## src/rtl/seq_det_pkg.sv

```systemverilog
// Shared types, constants and helpers for the programmable serial pattern detector.
package seq_det_pkg;

    typedef enum logic {
        SEQ_NONOVERLAP = 1'b0,
        SEQ_OVERLAP    = 1'b1
    } ovl_mode_e;

    // Pattern and length that are active straight out of reset (the legacy 00110 detector)
    localparam logic [31:0] RST_PATTERN = 32'b00110;
    localparam int          RST_LEN     = 5;

    // A programmed length is usable only if it is non-zero and fits the history register
    function automatic logic len_ok(input int len, input int max);
        return (len != 0) && (len <= max);
    endfunction

endpackage

```

## src/rtl/seq_det_cmp.sv

```systemverilog
// Masked comparison of the shift history against the active pattern over the low len bits.
module seq_det_cmp
    import seq_det_pkg::*;
#(
    parameter int MAX_LEN = 8,
    parameter int LEN_W   = $clog2(MAX_LEN) + 1
) (
    input  logic [MAX_LEN-1:0] hist,
    input  logic [MAX_LEN-1:0] pat,
    input  logic [LEN_W-1:0]   len,
    output logic               hit_raw
);

    logic [MAX_LEN-1:0] mask;

    // Build a mask covering bits 0..len-1 and compare only those bits
    always_comb begin
        mask = '0;
        for (int i = 0; i < MAX_LEN; i++) begin
            mask[i] = (i < int'(len));
        end
        hit_raw = (((hist ^ pat) & mask) == '0);
    end

endmodule

```

## src/rtl/seq_det_param.sv

```systemverilog
// Runtime-programmable serial bit-pattern detector with a registered one-cycle match pulse.
// Optional build macro SEQ_DET_CNT_EN adds a saturating match counter and the match_cnt port.
module seq_det_param
#(
    parameter int                 MAX_LEN     = 8,
    parameter int                 LEN_W       = $clog2(MAX_LEN) + 1,
    parameter logic [MAX_LEN-1:0] RST_PATTERN = MAX_LEN'(seq_det_pkg::RST_PATTERN),
    parameter int                 RST_LEN     = seq_det_pkg::RST_LEN,
    parameter bit                 RST_OVERLAP = 1'b0,
    parameter int                 CNT_W       = 8
) (
    input  logic               clk,
    input  logic               rstn,
    input  logic               cfg_load,
    input  logic [MAX_LEN-1:0] cfg_pattern,
    input  logic [LEN_W-1:0]   cfg_len,
    input  logic               cfg_overlap,
    input  logic               in_valid,
    input  logic               in_bit,
    output logic               match,
    output logic               cfg_err
`ifdef SEQ_DET_CNT_EN
    ,
    output logic [CNT_W-1:0]   match_cnt
`endif
);

    import seq_det_pkg::*;

    logic [MAX_LEN-1:0] hist_q, hist_d;
    logic [MAX_LEN-1:0] pat_q, pat_d;
    logic [LEN_W-1:0]   len_q, len_d;
    logic [LEN_W-1:0]   fill_q, fill_d;
    ovl_mode_e          ovl_q, ovl_d;
    logic               match_q, match_d;
    logic               cfg_err_q, cfg_err_d;

    logic               accept;
    logic               hit_raw;
    logic               hit;
    logic               fill_full;
    logic [MAX_LEN-1:0] hist_shift;
    logic [LEN_W:0]     fill_inc;

    // A load cycle consumes the strobe, so the serial bit is dropped that cycle
    assign accept     = in_valid & ~cfg_load;
    assign hist_shift = {hist_q[MAX_LEN-2:0], in_bit};
    assign fill_inc   = {1'b0, fill_q} + (LEN_W + 1)'(1);
    assign fill_full  = (fill_inc >= {1'b0, len_q});
    assign hit        = accept & ~cfg_err_q & fill_full & hit_raw;

    seq_det_cmp #(
        .MAX_LEN (MAX_LEN),
        .LEN_W   (LEN_W)
    ) u_cmp (
        .hist    (hist_shift),
        .pat     (pat_q),
        .len     (len_q),
        .hit_raw (hit_raw)
    );

    // Next-state: configuration load has priority over accepting a serial bit
    always_comb begin
        hist_d    = hist_q;
        pat_d     = pat_q;
        len_d     = len_q;
        fill_d    = fill_q;
        ovl_d     = ovl_q;
        cfg_err_d = cfg_err_q;
        match_d   = 1'b0;
        if (cfg_load) begin
            pat_d     = cfg_pattern;
            len_d     = cfg_len;
            ovl_d     = ovl_mode_e'(cfg_overlap);
            hist_d    = '0;
            fill_d    = '0;
            cfg_err_d = ~len_ok(int'(cfg_len), MAX_LEN);
        end else if (accept) begin
            hist_d = hist_shift;
            fill_d = fill_full ? len_q : fill_inc[LEN_W-1:0];
            if (hit) begin
                match_d = 1'b1;
                if (ovl_q == SEQ_NONOVERLAP) begin
                    fill_d = '0;
                end
            end
        end
    end

    // State registers, cleared to the legacy-compatible configuration on reset
    always_ff @(posedge clk or negedge rstn) begin
        if (!rstn) begin
            hist_q    <= '0;
            pat_q     <= RST_PATTERN;
            len_q     <= LEN_W'(RST_LEN);
            fill_q    <= '0;
            ovl_q     <= ovl_mode_e'(RST_OVERLAP);
            match_q   <= 1'b0;
            cfg_err_q <= 1'b0;
        end else begin
            hist_q    <= hist_d;
            pat_q     <= pat_d;
            len_q     <= len_d;
            fill_q    <= fill_d;
            ovl_q     <= ovl_d;
            match_q   <= match_d;
            cfg_err_q <= cfg_err_d;
        end
    end

    assign match   = match_q;
    assign cfg_err = cfg_err_q;

`ifdef SEQ_DET_CNT_EN
    logic [CNT_W-1:0] cnt_q, cnt_d;

    // Count hits, holding at the top value and restarting on every configuration load
    always_comb begin
        cnt_d = cnt_q;
        if (cfg_load) begin
            cnt_d = '0;
        end else if (hit && (cnt_q != {CNT_W{1'b1}})) begin
            cnt_d = cnt_q + CNT_W'(1);
        end
    end

    // Match counter register
    always_ff @(posedge clk or negedge rstn) begin
        if (!rstn) begin
            cnt_q <= '0;
        end else begin
            cnt_q <= cnt_d;
        end
    end

    assign match_cnt = cnt_q;
`endif

endmodule

```

## config.mk

```make
export PLATFORM = sky130hd
export DESIGN_NAME = seq_det_param
export DESIGN_NICKNAME = d
export VERILOG_FILES = /design/src/rtl/seq_det_pkg.sv /design/src/rtl/seq_det_cmp.sv /design/src/rtl/seq_det_param.sv
export SDC_FILE = /design/constraint.sdc
export NUM_CORES = 1
export LEC_CHECK = 0
export BUFFER_PORTS_ARGS = -buffer_cell sky130_fd_sc_hd__buf_2
export CAP_MARGIN = 20
export CORE_ASPECT_RATIO = 0.6
export CORE_MARGIN = 3
export CORE_UTILIZATION = 55
export DETAILED_ROUTE_END_ITERATION = 10
export PLACE_DENSITY = 0.82
export SYNTH_ARGS = -nofsm -noshare
export SYNTH_HDL_FRONTEND = slang
export SYNTH_HIERARCHICAL = 1
export SYNTH_SLANG_ARGS = --single-unit
```

## constraint.sdc

```tcl
create_clock -name clk -period 2.4 [get_ports clk]
set_input_delay 0.72 -clock clk [delete_from_list [all_inputs] [get_ports clk]]
set_output_delay 0.72 -clock clk [all_outputs]
set_load 0.02 [all_outputs]
```

==> results of run 1 <==
[state kept, by name, indices dropped and copies added (netlist names)]
signal,flops
pat_q,8
hist_q,7
cfg_err,1
len_q,4
fill_q,4
match,1
ovl_q,1
[metrics by stage]
step	hold WS, ns	std cells	power (uW)
floorplan	0.424	124	675
global placement	0.514	169	729
detailed placement	0.522	169	745
CTS	0.456	173	1100
global route	0.467	173	1150
finish	0.436	173	1090
[per-layer routing]
layer | global-route usage | vias to the layer above | wire length [um]
met5 | 0 | - | 0
met4 | 0.0375 | 0 | 12
met3 | 0.0733 | 2 | 228
met2 | 0.325 | 31 | 1220
met1 | 0.262 | 469 | 1320
li1 | - | 481 | -
[cell usage in the layout, fill, tap and decap left out, drive strengths merged]
cell,n
dfrtp,22
buf,19
o21ai,12
mux2i,11
nor2,11
mux2,10
xor2,9
nand2,6
inv,5
ha,5
dfstp,4
nor2b,3
a21oi,3
clkbuf,3
nand3,2
xnor2,2
o41ai,2
a211oi,2
a31oi,2
nand2b,1
and4b,1
nor3b,1
a21bo,1
o2bb2ai,1
nor3,1
bufinv,1
or3b,1
a21o,1
nand4,1
[path summary, 6_finish.rpt]
path,endpoint,depth (start not counted),slack [ns],from
setup / recovery,fill_q[2],7,0.16,len_q[2]
hold / removal,pat_q[3],1,0.44,rstn
setup reg to reg,fill_q[2],7,0.16,len_q[2]
hold reg to reg,pat_q[3],1,0.54,pat_q[3]
max in group asynchronous,pat_q[1],1,1.59,rstn
min in group clk,pat_q[3],1,0.54,pat_q[3]
[power breakdown]
group | internal, uW | total, uW | switching, uW | leakage, uW
Combinational | 104 | 218 | 114 | 0.000388
Sequential | 477 | 519 | 42.0 | 0.000324
Clock | 223 | 357 | 134 | 0.0000357
Total | 804 | 1090 | 290 | 0.000748
[cell type report]
type | instances | area [um^2] | share of cell area
multi-input cells | 89 | 687 | 0.439
well taps | 30 | 37.5 | 0.0240
clock buffers | 3 | 41.3 | 0.0264
repair buffers | 19 | 95.1 | 0.0608
clock inverters | 1 | 30.0 | 0.0192
inverters | 5 | 18.8 | 0.0120
flip-flops and latches | 26 | 656 | 0.419
[cell families (layout without fill, tap and decap cells)]
logic type      after synthesis  in the layout  synth area share
simple gates                 28             28             0.104
mux                          21             21             0.161
xor+xnor                     11             11            0.0698
fa+ha+maj                     5              5            0.0453
buf+inv                       9             28            0.0272
compound gates               24             24             0.117
flops                        26             26             0.475
==> results.json, run 1 <==
{
  "powerDensity_mw_per_mm2": 699,
  "end_kind": "flop",
  "dp_hpwl_mm": 2.16,
  "required_ns": 2.55,
  "setup_slack_ns": 0.163,
  "yosysMostFrequentCell": "dfrtp_1",
  "drive_above_1_share": 0.287,
  "antenna_found_initial": 0,
  "grt_start_max_net_pins": 29,
  "fill_cells": 190,
  "clock_latency_ns": 0.27,
  "drv_slew": 0,
  "grt_pass1_vias": 960,
  "area_growth_syn_to_layout_pct": 13.4,
  "place_area_mm2": 0.00149,
  "slew_headroom": 0.620,
  "skew_ns": 0.00819,
  "rows": 13,
  "period_minus_slack_ns": 2.24,
  "clock_sinks": 26,
  "grtUsageTotal": 0.199,
  "n_antenna_cell": 0,
  "die_h_um": 44.8,
  "drt-initial-drc-count": 63,
  "fp.dieW_um": 70.7,
  "synthTopCellsByCount": "22 x dfrtp_1, 11 x mux2i_1, 11 x nor2_1, 10 x mux2_2, 9 x xor2_1",
  "setup_tns_ns": 0,
  "clockBufferDepth": 2,
  "path_buf_inv": 0,
  "first_pass_iters": 4,
  "synthTopCellsByArea": "dfrtp_1 40%, mux2_2 8.2%, mux2i_1 8.0%, dfstp_2 7.6%, xor2_1 5.7%",
  "fmax_mhz": 447,
  "design_area_mm2": 0.00157,
  "synth_edf_count": 0,
  "cts-root-buf": "clkbuf_8",
  "crit_chain": "or3b_1 > a211oi_1 > a31oi_1 > a21oi_1 > nor3b_1 > a21bo_1 > o2bb2ai_1",
  "gp_congestion": 0.800,
  "cts_tree": "done",
  "cts_hold_buf": 0,
  "pin_count": 20,
  "grt-ovfl-total": 0,
  "start_kind": "flop",
  "syn_area_mm2": 0.00138,
  "cts_buffers": 3,
  "setup_viol_count_final": 0,
  "hold_violations": 0,
  "syn_inst": 124,
  "dieArea_mm2": 0.00317,
  "h-tree-depth": 1,
  "drt-total-wl_mm": 2.78,
  "postCtsSetupRepairBufs": 0,
  "synth-seq-cells": 26,
  "final_util": 0.687,
  "crit_fanout": 8,
  "synth_fp_nets": 147,
  "via_per_inst": 5.68,
  "p_leak_uw": 0.000748,
  "via_count": 983,
  "async_reset_ff_frac": 1.00,
  "crit_slowest_cell": "dfstp_2",
  "hold_class": "in -> async",
  "core_mm2": 0.00228,
  "syn_avg_cell_area_um2": 11.1,
  "rsz0062_at_grt": "false",
  "drtAntennaViolNets": 0,
  "ys.flop_type": "dfrtp_1",
  "grt_pass1_wl_mm": 4.75,
  "fin_nets": 167,
  "wl_per_cell_um": 16.1,
  "cts_resized": 0,
  "ir_drop_mv": 0.348,
  "crit_type": "reg -> reg",
  "initial_core_util": 0.606,
  "worst_pin_slew_ns": 0.570,
  "ys_seq_area_frac": 0.475,
  "crit_family": "compound AO/OA/AOI/OAI gates",
  "clk_pin_slew_worst_paths_ns": 0.09,
  "drc": 0,
  "port_buffers": 19,
  "status": "finished, final reports clean",
  "post-synth-top-area-cell": "dfrtp_1",
  "yosys_warnings": 6,
  "post-place-ws_ns": 0.253,
  "slowest_delay_ns": 0.60,
  "synth.distinct_cells": 32,
  "critPathArrivalTime_ns": 2.39,
  "fin_crit_sh": 0.932,
  "yosys.area.top_type_share": 0.399,
  "drv_cap": 0
}
(Power assumes the default switching activity.)
==> inputs of run 2 (changes only) <==
--- a/config.mk
+++ b/config.mk
@@ -7,7 +7,7 @@
 export LEC_CHECK = 0
 export BUFFER_PORTS_ARGS = -buffer_cell sky130_fd_sc_hd__buf_2
 export CAP_MARGIN = 20
-export CORE_ASPECT_RATIO = 0.6
+export CORE_ASPECT_RATIO = 0.7
 export CORE_MARGIN = 3
 export CORE_UTILIZATION = 55
 export DETAILED_ROUTE_END_ITERATION = 10
==> run 2 against run 1 <==
  * Register-to-register slack better by 0.07 ns
  * Clock skew is 0.0099 ns higher
  * Global-route usage is 0.19 points higher
  * Power is 5.2% lower
  * Hold slack worse by 0.073 ns
  * Flip-flop and latch count stayed put
  * Die area is 0.32% lower
==> results.json, run 2 (synthesis results as in run 1) <==
{
  "grtUsageTotal": 0.201,
  "drt-total-wl_mm": 2.81,
  "dieArea_mm2": 0.00316,
  "setup_viol_count_final": 0,
  "p_leak_uw": 0.000740,
  "clock_sinks": 26,
  "r2r-end": "fill_q[3]",
  "port_buffers": 19,
  "fmax_mhz": 462,
  "combPwrFrac": 0.209,
  "crit_chain": "or3b_1 > a211oi_1 > a31oi_1 > a21oi_1 > nor3b_1 > a21bo_1 > o21ai_1",
  "crit_family": "compound AO/OA/AOI/OAI gates",
  "n_antenna_cell": 0,
  "path_buf_inv": 0,
  "drt-initial-drc-count": 86,
  "p_int_uw": 751,
  "slowest_delay_ns": 0.62,
  "cts_resized": 0,
  "hold_violations": 0,
  "start_kind": "flop",
  "slew_headroom": 0.609,
  "drc": 0,
  "swShare": 0.276,
  "reg2reg_slack_ns": 0.23,
  "grt_pass1_vias": 963,
  "startpoint": "len_q[2]",
  "powerDensity_mw_per_mm2": 670,
  "grt-ovfl-total": 0,
  "clock_power_share": 0.290,
  "hold_class": "in -> async",
  "h-tree-depth": 1,
  "timing.rr.start": "len_q[2]",
  "fin_crit_sh": 0.903,
  "worst_pin_slew_ns": 0.587,
  "drv_cap": 0,
  "final_util": 0.685,
  "via_per_inst": 5.66,
  "crit_slowest_cell": "dfstp_2",
  "clock_latency_ns": 0.33,
  "p_seq_frac": 0.501,
  "layout_common_cells": "22 x dfrtp_1, 19 x buf_2, 11 x mux2i_1, 11 x nor2_1, 10 x mux2_2",
  "end_kind": "flop",
  "period_minus_slack_ns": 2.17,
  "drive_above_1_share": 0.287,
  "fill_cells": 178,
  "wl_per_cell_um": 16.0,
  "gp_congestion": 0.841,
  "first_pass_iters": 6,
  "clockBufferDepth": 2,
  "antenna_found_initial": 0,
  "largest_reg_flops": 8,
  "grt_pass1_wl_mm": 4.55,
  "pin_count": 20,
  "regMostFlops": "pat_q",
  "initial_core_util": 0.611,
  "rsz0062_at_grt": "false",
  "clk_pin_slew_worst_paths_ns": 0.15,
  "dp_hpwl_mm": 2.09,
  "reg_top3": "pat_q: 8 flops, hist_q: 7 flops",
  "crit_end": "fill_q[3]",
  "drtAntennaViolNets": 0,
  "postCtsSetupRepairBufs": 0,
  "cts_tree": "done",
  "final_common_cell": "dfrtp_1",
  "core_mm2": 0.00226,
  "rows": 14,
  "area_growth_syn_to_layout_pct": 12.2,
  "via_count": 990,
  "skew_ns": 0.0181,
  "crit_fanout": 8,
  "rr_worst_depth": 7,
  "setup_tns_ns": 0,
  "status": "finished, final reports clean",
  "fin_nets": 167,
  "fp.dieW_um": 65.9,
  "cts-root-buf": "clkbuf_4",
  "die_h_um": 47.9,
  "drv_slew": 0,
  "path_depth": 7,
  "power.switching_uw": 287,
  "ir_drop_mv": 0.492,
  "required_ns": 2.62,
  "crit_type": "reg -> reg",
  "cts_hold_buf": 0,
  "critPathArrivalTime_ns": 2.38,
  "cts_buffers": 3,
  "grt_start_max_net_pins": 29
}
[run 2: changes by cell type in the layout (fill, tap and decap cells not counted)]
cell,change
clkbuf_4,+3
clkbuf_8,-3
[run 2: layer usage]
| metal | global-route usage | vias up | wire length (um) |
|---|---|---|---|
| li1 | - | 471 | - |
| met1 | 0.265 | 476 | 1290 |
| met2 | 0.325 | 39 | 1260 |
| met3 | 0.0493 | 4 | 227 |
| met4 | 0.0826 | 0 | 34 |
| met5 | 0 | - | 0 |
[run 2: how the worst min path moves through the flow]
stage           endpoint  slack (ns)  cells past startpoint
6_report        pat_q[3]        0.36                      1
5_1_grt        hist_q[6]        0.38                      1
4_1_cts         pat_q[4]        0.37                      1
3_5_place_dp    pat_q[7]        0.52                      1
3_3_place_gp    pat_q[0]        0.51                      1
2_1_floorplan    cfg_err        0.42                      0
[run 2: through the flow]
stage | hold WS [ns] | instances | area [um^2] | setup WS (ns) | total power, uW
floorplan | 0.424 | 124 | 1380 | 0.488 | 675
global placement | 0.512 | 171 | 1500 | 0.383 | 727
detailed placement | 0.524 | 171 | 1500 | 0.288 | 740
CTS | 0.371 | 175 | 1550 | 0.238 | 1040
global route | 0.375 | 175 | 1550 | 0.0877 | 1100
finish | 0.363 | 175 | 1550 | 0.234 | 1040
[run 2: worst reg2reg max path: stages (launching register included)]
cell and delay [ns]:
dfstp_2 0.62, or3b_1 0.40, a211oi_1 0.21, a31oi_1 0.10
a21oi_1 0.21, nor3b_1 0.22, a21bo_1 0.19, o21ai_1 0.09
[run 2: area by class of cell]
cell class,count,area (um^2),area share
well taps,32,40.0,0.0258
clock inverters,1,30.0,0.0194
repair buffers,19,95.1,0.0614
multi-input cells,89,687,0.443
flip-flops and latches,26,656,0.423
inverters,5,18.8,0.0121
clock buffers,3,22.5,0.0145
[run 2: power groups by stage]
stage | Clock [uW] | Combinational (uW) | Sequential (uW)
6_report | 301 | 217 | 519
5_1_grt | 333 | 242 | 524
4_1_cts | 307 | 216 | 518
3_5_place_dp | 0 | 213 | 527
3_3_place_gp | 0 | 205 | 522
2_1_floorplan | 0 | 160 | 515
==> inputs of run 3 (changes only) <==
--- a/config.mk
+++ b/config.mk
@@ -9,9 +9,10 @@
 export CAP_MARGIN = 20
 export CORE_ASPECT_RATIO = 0.7
 export CORE_MARGIN = 3
-export CORE_UTILIZATION = 55
+export CORE_UTILIZATION = 58
+export CTS_BUF_LIST = sky130_fd_sc_hd__clkbuf_8
 export DETAILED_ROUTE_END_ITERATION = 10
-export PLACE_DENSITY = 0.82
+export PLACE_DENSITY = 0.86
 export SYNTH_ARGS = -nofsm -noshare
 export SYNTH_HDL_FRONTEND = slang
 export SYNTH_HIERARCHICAL = 1
==> run 3 against run 2 <==
  * Critical endpoint is now fill_q[0]
  * Critical path type unchanged
  * Die area down 4.6%
  * Via count fell by 0.71%
  * Cell area grew 1.2%
  * Clock skew decreased by 0.015 ns
  * Non-clock buffer count unchanged
  * Flip-flop and latch count unchanged
  * Register-to-register slack gained 0.02 ns
  * Largest power group unchanged
  * Routed wire length shrank 2.6%
  * Largest cell class unchanged
  * First-iteration DRC count fell by 31%
  * Sequential share of layout area down 0.51 points
  * Clock power is 18% higher
  * Critical path depth unchanged
==> results.json, run 3 (synthesis results as in run 1) <==
{
  "clock_latency_ns": 0.27,
  "setup_slack_ns": 0.259,
  "r2r-end": "fill_q[0]",
  "rsz0062_at_grt": "false",
  "setup_viol_count_final": 0,
  "ir_drop_mv": 0.493,
  "hold_class": "in -> async",
  "crit_chain": "or3b_1 > a211oi_1 > a31oi_1 > a21oi_1 > nor3b_1 > a21bo_1 > o21ai_1",
  "start_kind": "flop",
  "area_growth_syn_to_layout_pct": 13.6,
  "cts_hold_buf": 0,
  "powerDensity_mw_per_mm2": 694,
  "hold_violations": 0,
  "crit_family": "compound AO/OA/AOI/OAI gates",
  "rr_worst_depth": 7,
  "wl_per_cell_um": 15.6,
  "timing.rr.start": "len_q[2]",
  "antenna_found_initial": 0,
  "crit_slowest_cell": "dfstp_2",
  "n_antenna_cell": 0,
  "drc": 0,
  "required_ns": 2.56,
  "port_buffers": 19,
  "via_count": 983,
  "h-tree-depth": 1,
  "setup_tns_ns": 0,
  "postCtsSetupRepairBufs": 0,
  "critPathArrivalTime_ns": 2.30,
  "status": "finished, final reports clean",
  "dieArea_mm2": 0.00301,
  "slowest_delay_ns": 0.61,
  "clockBufferDepth": 2,
  "grt_pass1_wl_mm": 4.55,
  "whs_ns": 0.436,
  "cts_buffers": 3,
  "die_h_um": 46.8,
  "p_leak_uw": 0.000748,
  "highest_layer": "met3",
  "initial_core_util": 0.625,
  "via_per_inst": 5.62,
  "fin_crit_sh": 0.892,
  "worst_pin_slew_ns": 0.565,
  "pin_count": 20,
  "grt_pass1_vias": 982,
  "period_minus_slack_ns": 2.14,
  "fin_nets": 167,
  "regMostFlops": "pat_q",
  "drv_cap": 0,
  "post-place-ws_ns": 0.259,
  "drtAntennaViolNets": 0,
  "grt_start_max_net_pins": 29,
  "grt-ovfl-total": 0,
  "path_buf_inv": 0,
  "first_pass_iters": 4,
  "crit_fanout": 8,
  "reg2reg_slack_ns": 0.26,
  "crit_type": "reg -> reg",
  "drv_slew": 0,
  "gp_congestion": 0.869,
  "slew_headroom": 0.624,
  "cts_resized": 0,
  "clock_sinks": 26,
  "final_common_cell": "dfrtp_1",
  "wirelength_met1_mm": 1.28,
  "cts-root-buf": "clkbuf_8",
  "fmax_mhz": 467,
  "cts_tree": "done",
  "grtUsageTotal": 0.203,
  "layout_common_cells": "22 x dfrtp_1, 19 x buf_2, 11 x mux2i_1, 11 x nor2_1, 10 x mux2_2",
  "dr_wl_met3_um": 157,
  "fp.dieW_um": 64.3,
  "end_kind": "flop",
  "drt-total-wl_mm": 2.73,
  "reg_top3": "pat_q: 8 flops, hist_q: 7 flops",
  "route.met2.wl_mm": 1.30,
  "core_mm2": 0.00221,
  "drt-initial-drc-count": 59,
  "dp_hpwl_mm": 2.06,
  "skew_ns": 0.00288,
  "rows": 14,
  "clk_pin_slew_worst_paths_ns": 0.09,
  "drive_above_1_share": 0.287,
  "largest_reg_flops": 8
}
run 3: cell counts in the layout (fill, tap and decap cells not counted):
No cell type changed its count.
run 3: where the power goes:
group | switching [uW] | internal, uW
Sequential | 39.5 | 477
Combinational | 113 | 104
Clock | 131 | 223
Total | 283 | 805
run 3: metrics by stage:
stage	util	power [uW]	cell area, um^2	std cells
floorplan	-	675	1380	124
global placement	0.678	727	1500	171
detailed placement	0.678	741	1500	171
CTS	0.710	1100	1570	175
global route	0.710	1150	1570	175
finish	0.710	1090	1570	175
run 3: worst register-to-register path: cells and delay by family, from the launching register on:
| kind | cells | cell delay (ns) |
|---|---|---|
| DFF | 1 | 0.61 |
| AOI/OAI and AO/OA | 5 | 0.81 |
| and+or+nand+nor | 2 | 0.61 |
run 3: metal layers:
metal | GRT usage | vias to the layer above
met4 | 0.0462 | 0
met2 | 0.348 | 32
met5 | 0 | -
met1 | 0.267 | 475
met3 | 0.0526 | 0
li1 | - | 476
run 3: layout make-up:
class                           count  area, um^2
Sequential cell                    26         656
Tap cell                           32        40.0
Inverter                            5        18.8
Fill cell                         187         639
Clock buffer                        3        41.3
Multi-Input combinational cell     89         687
Timing Repair Buffer               19        95.1
Clock inverter                      1        30.0
run 3: worst max-delay path by stage:
stage	from	to	slack (ns)	cells after the start
after global placement	fill_q[0]	fill_q[2]	0.39	7
after global routing	len_q[2]	fill_q[3]	0.07	7
after CTS	len_q[2]	fill_q[1]	0.23	7
after floorplan	len_q[2]	fill_q[0]	0.49	7
final	len_q[2]	fill_q[0]	0.26	7
after detailed placement	len_q[2]	fill_q[1]	0.26	7
